**src/rtl/pipeline_stall_ctrl.sv**
```systemverilog
// -----------------------------------------------------------------------------
// pipeline_stall_ctrl
//
// Hazard and stall controller for a classic five-stage pipeline. It resolves
// three kinds of event, in priority order:
//   1. data-cache miss   -> freeze PC, IF/ID and EX/MEM until the refill is done
//   2. branch taken (EX) -> squash the two younger instructions (IF/ID, ID/EX)
//   3. load-use hazard   -> hold PC and IF/ID for one cycle, bubble into ID/EX
// A lower-priority event that coincides with a higher one is simply dropped;
// the frozen pipeline presents it again once the higher one clears.
//
// All control outputs are combinational from the FSM state and the inputs,
// so they act in the same cycle the event is seen.
//
// Optional feature (compile-time macro MISS_TIMEOUT_EN):
//   An 8-bit timer counts MISS_WAIT cycles. If the 255th MISS_WAIT cycle ends
//   without mem_ready, timeout_err is set (sticky until rst) and the FSM
//   returns to RUN. Without the macro there is no timer, timeout_err is tied
//   low and MISS_WAIT waits indefinitely.
//
// Ports:
//   clk, rst        clock; asynchronous active-high reset
//   id_rs, id_rt    source register fields of the instruction in ID
//   ex_mem_read     instruction in ID/EX is a load
//   ex_rt           destination register of the instruction in ID/EX
//   branch_taken    branch in EX resolved taken
//   mem_access      MEM stage performs a load or store
//   hit             data-cache hit for that access
//   mem_ready       one-cycle pulse: refill complete
//   pc_write        PC register enable
//   if_id_write     IF/ID register enable
//   if_id_flush     bubble into IF/ID
//   id_ex_flush     bubble into ID/EX
//   ex_mem_hold     freeze EX/MEM
//   miss_busy       miss being serviced (MISS_WAIT or REFILL)
//   stall_cnt       saturating count of cycles with pc_write low
//   timeout_err     sticky miss-timeout flag
// -----------------------------------------------------------------------------
module pipeline_stall_ctrl (
  input  logic        clk,
  input  logic        rst,
  input  logic [4:0]  id_rs,
  input  logic [4:0]  id_rt,
  input  logic        ex_mem_read,
  input  logic [4:0]  ex_rt,
  input  logic        branch_taken,
  input  logic        mem_access,
  input  logic        hit,
  input  logic        mem_ready,
  output logic        pc_write,
  output logic        if_id_write,
  output logic        if_id_flush,
  output logic        id_ex_flush,
  output logic        ex_mem_hold,
  output logic        miss_busy,
  output logic [15:0] stall_cnt,
  output logic        timeout_err
);

  typedef enum logic [1:0] {
    RUN       = 2'd0,
    MISS_WAIT = 2'd1,
    REFILL    = 2'd2
  } state_t;

  state_t state, state_nxt;

  logic miss_det;
  logic load_use;
  logic timeout_hit;

  assign miss_det = mem_access & ~hit;

  // Register 0 is hard-wired zero, so a load "into" it never creates a hazard.
  assign load_use = ex_mem_read && (ex_rt != 5'd0) &&
                    ((ex_rt == id_rs) || (ex_rt == id_rt));

`ifdef MISS_TIMEOUT_EN
  logic [7:0] miss_timer;

  // The timer sits at zero outside MISS_WAIT, so it is already cleared on
  // entry. During the k-th MISS_WAIT cycle it holds k-1; the 255th cycle
  // therefore sees 254.
  assign timeout_hit = (state == MISS_WAIT) && !mem_ready &&
                       (miss_timer == 8'd254);

  always_ff @(posedge clk or posedge rst) begin
    if (rst) begin
      miss_timer  <= 8'd0;
      timeout_err <= 1'b0;
    end else begin
      if (state == MISS_WAIT) miss_timer <= miss_timer + 8'd1;
      else                    miss_timer <= 8'd0;
      if (timeout_hit) timeout_err <= 1'b1;
    end
  end
`else
  assign timeout_hit = 1'b0;
  assign timeout_err = 1'b0;
`endif

  // NOTE: sequential state uses non-blocking assignments so every register
  // samples the pre-edge values of its neighbours.
  always_ff @(posedge clk or posedge rst) begin
    if (rst) state <= RUN;
    else     state <= state_nxt;
  end

  // NOTE: every output is given a default before any branch so that no path
  // leaves a signal unassigned, which would infer a latch.
  always_comb begin
    state_nxt   = state;
    pc_write    = 1'b0;
    if_id_write = 1'b0;
    if_id_flush = 1'b0;
    id_ex_flush = 1'b0;
    ex_mem_hold = 1'b0;
    miss_busy   = 1'b0;

    // Reset forces every control output low, independent of the state.
    if (rst) begin
      state_nxt = RUN;
    end else begin
      unique case (state)
        RUN: begin
          if (miss_det) begin
            // mem_ready in the detection cycle belongs to no miss yet.
            ex_mem_hold = 1'b1;
            state_nxt   = MISS_WAIT;
          end else if (branch_taken) begin
            pc_write    = 1'b1;
            if_id_write = 1'b1;
            if_id_flush = 1'b1;
            id_ex_flush = 1'b1;
          end else if (load_use) begin
            id_ex_flush = 1'b1;
          end else begin
            pc_write    = 1'b1;
            if_id_write = 1'b1;
          end
        end

        MISS_WAIT: begin
          ex_mem_hold = 1'b1;
          miss_busy   = 1'b1;
          if (mem_ready)        state_nxt = REFILL;
          else if (timeout_hit) state_nxt = RUN;
        end

        REFILL: begin
          // One cycle for the refilled data to be captured; mem_ready ignored.
          ex_mem_hold = 1'b1;
          miss_busy   = 1'b1;
          state_nxt   = RUN;
        end

        default: state_nxt = RUN;
      endcase
    end
  end

  // NOTE: only control state needs a reset; the counter is reset because its
  // value is architecturally visible.
  always_ff @(posedge clk or posedge rst) begin
    if (rst) begin
      stall_cnt <= 16'd0;
    end else if (!pc_write && (stall_cnt != 16'hFFFF)) begin
      stall_cnt <= stall_cnt + 16'd1;
    end
  end

endmodule

```
**config.mk**
```make
export PLATFORM = sky130hd
export DESIGN_NAME = pipeline_stall_ctrl
export DESIGN_NICKNAME = d
export VERILOG_FILES = /design/src/rtl/pipeline_stall_ctrl.sv
export SDC_FILE = /design/constraint.sdc
export NUM_CORES = 1
export LEC_CHECK = 0
export BUFFER_PORTS_ARGS = -buffer_cell sky130_fd_sc_hd__buf_4
export CAP_MARGIN = 20
export CORE_ASPECT_RATIO = 1.1
export CORE_UTILIZATION = 30
export DETAILED_ROUTE_END_ITERATION = 8
export SLEW_MARGIN = 10
export SYNTH_ARGS = -nofsm -noshare
export SYNTH_HDL_FRONTEND = slang
export SYNTH_SLANG_ARGS = --single-unit
```
**constraint.sdc**
```tcl
create_clock -name clk -period 2.85 [get_ports clk]
set_clock_uncertainty 0.15 [all_clocks]
set_input_delay 0.1425 -clock clk [delete_from_list [all_inputs] [get_ports clk]]
set_output_delay 0.1425 -clock clk [all_outputs]
set_load 0.05 [all_outputs]
```
Word-level counts from Yosys, hierarchy flattened
Index checks and enable logic that the tools add are counted.

Bits of input ports: 22. Flip-flop bits (word level): 18. Output and inout bits: 23. Word-level logic and storage cells: 44.

Equal/unequal tests: 7. $add $sub $neg: 1. Bitwise gates (word level): 2. Mux-type cells: 23. Reduce and logical (&&, ||, !) cells: 9.

Operators by type and width (number): 1-bit 2-to-1 mux (18); 16-bit by 1-bit adder with 16-bit output, second input constant (1); 16-bit inequality test, second input constant (1); 5-bit equality test (2); 2-bit 2-to-1 mux (3); 3-bit inequality test, second input constant (2); 5-bit nonzero test (1); 2-bit one-hot mux with 2 select lines (1); 1-bit logical AND (3); 2-bit by 1-bit equality test with 1-bit output, second input constant (1); 2-bit equality test, second input constant (1); 2-bit logical NOT (1); 1-bit one-hot mux with 2 select lines (1); 2-bit AND reduction (1); 2-bit OR reduction (1); 1-bit bitwise AND (1); 1-bit logical NOT (1); 1-bit logical OR (1); 1-bit inverter (1).

Logic depth before layout (Yosys ltp)
Gate-level depths: netlist of the first run.

Depth in word-level cells: 10. Mapped depth: 9. Gate-level depth less buffers: 8.

Worst setup path after synthesis of the first run
OpenSTA, ideal clock, no wires.

Kind: register to output. From: reg state[1]. To: out pc_write. Cell stages (with the launch flop): 7. Data required time: 2.558 ns. Path buffers: 1. Arrival: 2.582 ns. Slack: -0.024 ns. Cells stage by stage: dfrtp_1 -> inv_1 -> ha_1 -> inv_1 -> nor3_1 -> a21boi_0 -> buf_4.

Cells in the longest elaborated chain, start to end: 3.

Ends and longest elaborated chain: from (decl) (line 66) `state_t state, state_nxt;`; from (signal assigned) (line 106) `else state <= state_nxt;`; 2-bit logical NOT; 1-bit 2-to-1 mux (2 in series); to (decl) (line 50) `output logic pc_write,`.

Every way passes these cells.

Worst setup path in the final report of the first run
From: reg stall_cnt[0]. To: reg stall_cnt[1].

Cells in the longest elaborated chain, start to end: 2. Elaborated cells on any way between the ends: 3. Those cells by class: add/sub: 1; eq/ne: 1; reduce/logical: 1.

Ends and longest elaborated chain: from (decl) (line 56) `output logic [15:0] stall_cnt,`; from (signal assigned) (line 168) `stall_cnt <= stall_cnt + 16'd1;`; branches (longest 2 deep; another with 16-bit by 1-bit adder with 16-bit output).

Several ways; the timed one is not identified. A chain may end at the register's enable or synchronous reset.

==> impl_metrics.yaml, run 1 <==
final_layout:
  layout_common_cells: "buf_4, dfrtp_1, xnor2_1, xor2_1, nor2_1"
  diodes: 0
  drive_gt1_share_pct: 32.68
  stdcell_count: 201
  final_util_pct: 43.84
  n_fill_cell: 358
  nets: 181
  area.growth.synth_to_final_pct: 37.31
  final_common_cell: "buf_4"
setup_path:
  cp_top_family: "compound AO/OA/AOI/OAI gates"
  critPathMaxStageDelay_ps: 440
  crit_buf_inv: 0
  end_kind: "flop"
  worstSetupPathType: "flop to flop"
  arrival_ps: 2520
  critical-path-slowest-cell: "dfrtp_1"
  worstSetupStartpointType: "flop"
  path_cells: "ha_1 -> and4_1 -> and3_4 -> a311o_1 -> o21ai_4 -> mux2_1"
  crit_fanout: 16
  worstPathRequired_ps: 2890
floorplan:
  io_pins: 45
  rows: 22
  dieArea_um2: 3878
  start_util_pct: 31.93
  coreArea_um2: 3413
  die_width_um: 59.47
  die-height_um: 65.22
route:
  ant_nets: 0
  first_pass_iters: 4
  first_iter_violations: 39
  vias: 912
  vias_per_cell: 4.537
  wl_per_cell_um: 11.94
  route.detailed.drc: 0
  wirelength_um: 2399
clocking:
  clk_latency_ps: 290
  cts_made_buffers: 3
  tritoncts: "done"
  clkSinkCount: 18
  cts_setup_buffers: 0
  htree_levels: 1
  cts_root_buffer: "clkbuf_4"
  clk_pin_slew_ps: 110
  hold_buffers: 1
  clock_path_buffers: 2
  postCtsResizedCells: 0
yosys:
  avgSynthCellArea_um2: 10.09
  synth_cell_types: 28
  synthArstFlopShare_pct: 100.0
  syn_nets: 135
  synth_edf_count: 0
  synthFlopType: "dfrtp_1"
  ys_seq_elements: 18
  yosysSeqAreaShare_pct: 41.33
  synthCells: 108
  syn_area_um2: 1090
  ys_warn_count: 0
timing:
  min_period_over_period_pct: 86.95
  timing.final.max_slew_violations: 0
  fmax_mhz: 403.5
  rsz0062_at_grt: "false"
  period_needed_ps: 2478
  maxSlewHeadroom_pct: 53.34
  setup_viol: 0
  worstMarginPinSlew_ps: 699.2
  tns_ps: 0
  hold_viol_final: 0
power:
  leakage_nw: 0.7161
  p_per_area_nw_per_um2: 804.0
  power_mw: 1.203
  ir_worst_vdd_uv: 528.4
grt:
  grt_pass1_vias: 881
  grt_pass1_wl_um: 4022
  antenna_found_initial: 0
  gr-total-overflow: 0
  grt_max_degree: 20
  grt_usage_pct: 13.52
placement:
  dpl.hpwl_um: 1882
  dp.cells: 196
  gp_congestion: 0.8044
  io_buffers: 43
status:
  status: "finished, final reports clean"
job:
  cap_violations: 0
hold_path:
  hold_path_class: "input port to flop"
[where the power goes]
group | total, mW | switching [mW] | internal (mW)
logic | 0.646 | 0.420 | 0.226
clock network | 0.157 | 0.0791 | 0.0778
registers | 0.400 | 0.0829 | 0.318
total | 1.20 | 0.582 | 0.621
[per-stage QoR]
stage	hold WS, ps	instance area (um^2)	worst slack [ps]
2_1_floorplan	-60.77	1090	272.7
3_3_place_gp	169.4	1450	451.9
3_5_place_dp	196.0	1450	383.8
4_1_cts	105.5	1496	368.5
5_1_grt	97.89	1496	259.9
6_report	115.9	1496	371.9
[cell usage after synthesis (2+ instances only)]
master,n,area share [%]
nor3_1,4,1.8
buf_4,3,2.1
nand3_1,7,3.2
inv_1,5,1.7
xnor2_1,14,11
nand4_1,5,2.9
xor2_1,11,8.8
ha_1,5,5.7
nor2b_1,3,1.7
and3_1,4,2.3
a21oi_1,2,0.92
dfrtp_1,18,41
and4_1,2,1.6
nand2_1,4,1.4
nor2_1,8,2.8
[registers in the layout, indices dropped and copies added (netlist names)]
register   cells
stall_cnt     16
state          2
[cells by family (layout without fill, tap and decap cells)]
group / count (synthesis) / after routing / share of synthesized area [%]
and+or+nand+nor: 40 / 40 / 19.98
xor gates and xnor gates: 25 / 25 / 20.09
DFF: 18 / 18 / 41.33
AOI/OAI and AO/OA: 10 / 10 / 7.693
buffers and inverters: 8 / 53 / 3.789
adders and majority gates: 5 / 5 / 5.741
other: 1 / 1 / 0.3441
muxes: 1 / 1 / 1.033
[per-layer routing]
layer	share of wire (%)	GRT usage [%]	vias to the layer above	routed length, um
li1	-	-	458	-
met1	44	17.84	429	1057
met2	51	22.89	23	1227
met3	4.1	1.181	2	98
met4	0.63	4.464	0	15
met5	0	0	-	0
[tightest hold or removal path, cell delays in order]
cell,delay [ps]
buf_4,70
nor2b_1,40
o221a_2,270
[final cells by class]
cell class	count	area (um^2)	share of cell area, %
repair buffers	44	332.8	22.24
flip-flops and latches	18	450.4	30.10
well taps	48	60.06	4.013
clock buffers	4	36.28	2.425
multi-input cells	82	598.1	39.97
inverters	5	18.77	1.254
[final timing paths]
| check | from | endpoint | slack [ps] | depth (start not counted) |
|---|---|---|---|---|
| worst max-delay path | stall_cnt[0] | stall_cnt[1] | 370 | 6 |
| worst min-delay path | mem_ready | state[0] | 120 | 3 |
| worst max register to register | stall_cnt[0] | stall_cnt[1] | 370 | 6 |
| worst min register to register | stall_cnt[7] | stall_cnt[7] | 350 | 1 |
| max in group asynchronous | rst | stall_cnt[11] | 1710 | 3 |
| min in group asynchronous | rst | state[0] | 390 | 3 |
Note: power is estimated with default switching activity, not from simulation.
==> run 2: changes to the inputs <==
- SETUP_SLACK_MARGIN: not set -> 0.5
==> impl_metrics.yaml, run 2 (synthesized netlist as in run 1, its figures left out) <==
status:
  status: "finished, final reports clean"
clocking:
  clk_latency_ps: 290
  clkSinkCount: 18
  tritoncts: "done"
  clock_path_buffers: 2
  clk_pin_slew_ps: 100
  cts_made_buffers: 3
  htree_levels: 1
  cts_root_buffer: "clkbuf_4"
route:
  ant_nets: 0
  wl_per_cell_um: 11.88
  vias_per_cell: 4.645
  wirelength_um: 2412
  route.detailed.drc: 0
  vias: 943
  first_iter_violations: 30
  first_pass_iters: 4
floorplan:
  io_pins: 45
  rows: 22
  die_width_um: 59.47
  die-height_um: 65.22
  dieArea_um2: 3878
  coreArea_um2: 3413
  start_util_pct: 31.93
setup_path:
  startpoint: "stall_cnt[1]"
  r2r_start: "stall_cnt[1]"
  worstPathRequired_ps: 2880
  worstSetupPathType: "flop to flop"
  crit_fanout: 16
  worstSetupStartpointType: "flop"
  arrival_ps: 2290
  end_kind: "flop"
placement:
  gp_congestion: 0.7495
  io_buffers: 43
  dp.cells: 196
  dpl.hpwl_um: 1863
timing:
  period_needed_ps: 2254
  maxSlewHeadroom_pct: 51.52
  setup_viol: 0
  whs_ps: 108.1
  tns_ps: 0
  timing.final.max_slew_violations: 0
  hold_viol_final: 0
  worstMarginPinSlew_ps: 726.5
  rsz0062_at_grt: "false"
  min_period_over_period_pct: 79.10
  fmax_mhz: 443.6
power:
  ir_worst_vdd_uv: 597.4
  p_per_area_nw_per_um2: 811.6
  leakage_nw: 0.7281
final_layout:
  diodes: 0
  drive_gt1_share_pct: 39.35
  layout_common_cells: "buf_4, xnor2_1, dfrtp_1, xor2_1, nor2_1"
  nets: 183
  stdcell_count: 203
  largest_reg_flops: 16
  top_register: "stall_cnt"
  final_common_cell: "buf_4"
  top_regs: "stall_cnt (16), state (2)"
  area.growth.synth_to_final_pct: 43.17
grt:
  gr-total-overflow: 0
  grt_usage_pct: 14.22
  grt_max_degree: 20
  grt_pass1_wl_um: 4264
  antenna_found_initial: 0
  grt_pass1_vias: 993
hold_path:
  hold_path_class: "input port to flop"
  min-delay-start: "mem_ready"
job:
  cap_violations: 0
run 2: changes by cell type in the layout (fill, tap and decap cells not counted), sizes merged:
cell,before,now
buf,43,45
run 2: stage by stage:
stage / instance area [um^2] / power (mW) / setup WS, ps / util [%]
floorplan: 1125 / 0.8944 / 384.1 / -
global placement: 1481 / 1.068 / 513.4 / 43.40
detailed placement: 1481 / 1.085 / 467.2 / 43.40
CTS: 1548 / 1.266 / 595.2 / 45.34
global route: 1560 / 1.356 / 501.2 / 45.71
finish: 1560 / 1.266 / 595.8 / 45.71
run 2: final cells by class:
| cell class | count | area [um^2] |
|---|---|---|
| Tap cell | 48 | 60.06 |
| Sequential cell | 18 | 455.4 |
| Multi-Input combinational cell | 82 | 629.4 |
| Inverter | 5 | 18.77 |
| Fill cell | 361 | 1853 |
| Timing Repair Buffer | 46 | 360.3 |
| Clock buffer | 4 | 36.28 |
run 2: per-layer routing:
| layer | GRT usage, % | vias to the layer above | part of all wire [%] |
|---|---|---|---|
| li1 | - | 466 | - |
| met1 | 16.71 | 449 | 44 |
| met2 | 25.70 | 26 | 51 |
| met3 | 1.772 | 2 | 4.6 |
| met4 | 5.357 | 0 | 0.54 |
| met5 | 0 | - | 0 |
run 2: path summary, 6_finish.rpt:
path / to / slack [ps] / depth (start not counted)
max: stall_cnt[1] / 600 / 7
min: state[0] / 110 / 3
max reg2reg: stall_cnt[1] / 600 / 7
min reg2reg: stall_cnt[14] / 360 / 1
max in group asynchronous: stall_cnt[9] / 1630 / 3
min in group asynchronous: state[1] / 410 / 3
run 2: power by group:
| part | internal [mW] | switching [mW] |
|---|---|---|
| Clock | 0.0778 | 0.0797 |
| Combinational | 0.262 | 0.438 |
| Sequential | 0.320 | 0.0876 |
| Total | 0.661 | 0.606 |
run 2: critical path, stage by stage (launching register included):
cell and delay, ps:
dfrtp_2 460, ha_4 180, and4_4 190, and3_4 190, a311o_1 340, o21ai_4 160
buf_12 160, mux2_1 310
run 2: what timing repair did:
item,CTS,global route
pin swaps,1,0
setup endpoints to repair,7,3
setup buffers,1,1
resized for setup,0,1
endpoints found under the hold margin,19,0
hold buffers,1,0
==> run 3: changes to the inputs <==
- ABC_AREA: not set -> 1
- clock period: 2.85 -> 1.89 ns (I/O delays scaled with it)
==> impl_metrics.yaml, run 3 <==
status:
  status: "finished with violations"
  violations: "setup timing"
yosys:
  synth.area.top_cells: "dfrtp_1, nand2_1, nand4_1"
  ys_top_cells_by_count: "nand2_1, nor2_1, dfrtp_1, inv_1, nand4_1"
  avgSynthCellArea_um2: 6.758
  synthArstFlopShare_pct: 100.0
  yosysSeqAreaShare_pct: 31.44
  ys_seq_elements: 18
  yosysMostFrequentCell: "nand2_1"
  synth_edf_count: 0
  syn_area_um2: 1433
  synth_top_area_share_pct: 31.44
  ys_warn_count: 0
  syn_nets: 239
  synthCells: 212
  synth_cell_types: 24
  synth_top_cell_by_area: "dfrtp_1"
  synthFlopType: "dfrtp_1"
clocking:
  htree_levels: 1
  cts_made_buffers: 3
  clk_latency_ps: 260
  clock_path_buffers: 2
  cts_root_buffer: "clkbuf_8"
  clk_pin_slew_ps: 70
  tritoncts: "done"
  clkSinkCount: 18
setup_path:
  crit_fanout: 5
  reg2reg_slack_ps: 30
  worstSetupPathType: "flop to primary output"
  worstSetupStartpointType: "flop"
  r2r_end: "stall_cnt[9]"
  arrival_ps: 1680
  worstPathRequired_ps: 1650
  end_kind: "primary output"
  reg2reg_depth: 13
  r2r_start: "state[1]"
timing:
  hold_viol_final: 0
  fin_ws_ps: -35.57
  tns_ps: -68.55
  rsz0062_at_grt: "true"
  timing.final.max_slew_violations: 0
  period_needed_ps: 1926
  min_period_over_period_pct: 101.9
  setup_viol: 4
  fmax_mhz: 519.3
grt:
  grt_max_degree: 20
  grt_pass1_vias: 1436
  grt_usage_pct: 15.68
  antenna_found_initial: 0
  gr-total-overflow: 0
  grt_pass1_wl_um: 6078
power:
  p_switching_mw: 1.176
  pwr-share-comb_pct: 63.1
  seqPwrFrac_pct: 23.8
  swShare_pct: 48.41
  p_per_area_nw_per_um2: 1116
  ir_worst_vdd_uv: 653.5
  p_clk_share_pct: 13.1
  internal_power_mw: 1.254
  leakage_nw: 1.160
final_layout:
  nets: 302
  top_regs: "stall_cnt (16), state (2)"
  stdcell_count: 330
  top_register: "stall_cnt"
  final_util_pct: 47.16
  final_common_cell: "nand2_1"
  diodes: 0
  layout_common_cells: "nand2_1, buf_4, nor2_1, nand4_1"
  drive_gt1_share_pct: 39.78
  area.growth.synth_to_final_pct: 52.05
  largest_reg_flops: 16
  n_fill_cell: 463
hold_path:
  min-delay-start: "rst"
  hold_path_depth: 4
  hold_path_class: "input port to flop"
  min_to: "state[0]"
job:
  cap_violations: 0
route:
  first_iter_violations: 44
  ant_nets: 0
  vias_per_cell: 4.576
  route.detailed.drc: 0
  vias: 1510
  first_pass_iters: 4
  wl_per_cell_um: 11.44
  wirelength_um: 3774
placement:
  pre_cts_ws_ps: -71.84
  gp_congestion: 0.7769
  dp.cells: 314
  io_buffers: 43
  dpl.hpwl_um: 2643
floorplan:
  io_pins: 45
  coreArea_um2: 4619
  die_width_um: 67.89
  rows: 26
  dieArea_um2: 5056
  start_util_pct: 31.01
  die-height_um: 74.48
run 3: cell count changes after synthesis, moves of 3 or more:
cell	previous run	this run
o21ai_0	0	4
nor2_1	8	23
inv_2	0	9
nand2_1	4	76
inv_1	5	18
and3_1	4	0
nand4_1	5	17
xor2_1	11	4
nor3_1	4	0
nor2b_1	3	0
run 3: worst max path at each step:
stage	startpoint	to	slack (ps)
final	state[1]	id_ex_flush	-40
after global routing	state[0]	id_ex_flush	-110
after CTS	state[1]	id_ex_flush	-40
after detailed placement	state[1]	stall_cnt[10]	-70
after global placement	state[1]	stall_cnt[1]	-20
after floorplan	state[0]	pc_write	-160
run 3: critical path, stage by stage, from the launching register on:
cell     delay (ps)
dfrtp_1         400
inv_2            80
ha_4            130
inv_2            40
nor2_4           80
inv_2            60
nor2_4           90
inv_2            70
nor2_4          170
inv_8            60
o21ai_2          60
buf_6           170
run 3: layer usage:
metal / vias up / GRT usage [%] / part of all wire, %
li1: 789 / - / -
met1: 685 / 19.27 / 43
met5: - / 0 / 0
met2: 30 / 26.95 / 51
met3: 6 / 2.914 / 4.4
met4: 0 / 5.787 / 1.8
run 3: area by class of cell:
class	count	area [um^2]	area share (%)
multi-input combinational	161	969.7	44.51
sequential	18	455.4	20.91
clock buffer	4	55.05	2.527
timing repair buffer	63	513.0	23.55
tap	56	70.07	3.217
inverter	28	115.1	5.284
run 3: cells by family (layout without fill, tap and decap cells):
family                   Yosys count  in the layout  share of synthesized area (%)
AND/OR/NAND/NOR                  132            133                          41.92
buffers and inverters             34             95                          10.13
flip-flops                        18             18                          31.44
XOR/XNOR                          16             16                          9.781
AO/OA/AOI/OAI                      6              6                          2.095
adder cells (fa/ha/maj)            5              5                          4.367
other                              1              1                         0.2618
run 3: what timing repair did:
item	4_1_cts	5_1_grt
hold endpoints to repair	18	0
resized for setup	18	15
setup endpoints to repair	24	24
hold buffers	1	0
pin swaps	6	11
buffers inserted	7	2
gates cloned	0	2
run 3: per-stage QoR:
stage / power, mW / instance area [um^2] / hold slack (ps)
after global routing: 2.591 / 2178 / 57.64
after detailed placement: 1.838 / 1913 / 50.84
after floorplan: 1.515 / 1521 / -100.7
after CTS: 2.328 / 2095 / 38.67
after global placement: 1.829 / 1913 / 47.81
final: 2.430 / 2178 / 69.73
run 3: power by group through the flow:
stage               registers, mW  clock network, mW  logic [mW]
global placement            0.570                  0        1.26
CTS                         0.566              0.330        1.43
detailed placement          0.574                  0        1.26
global route                0.592              0.346        1.65
floorplan                   0.793                  0       0.722
finish                      0.579              0.319        1.53
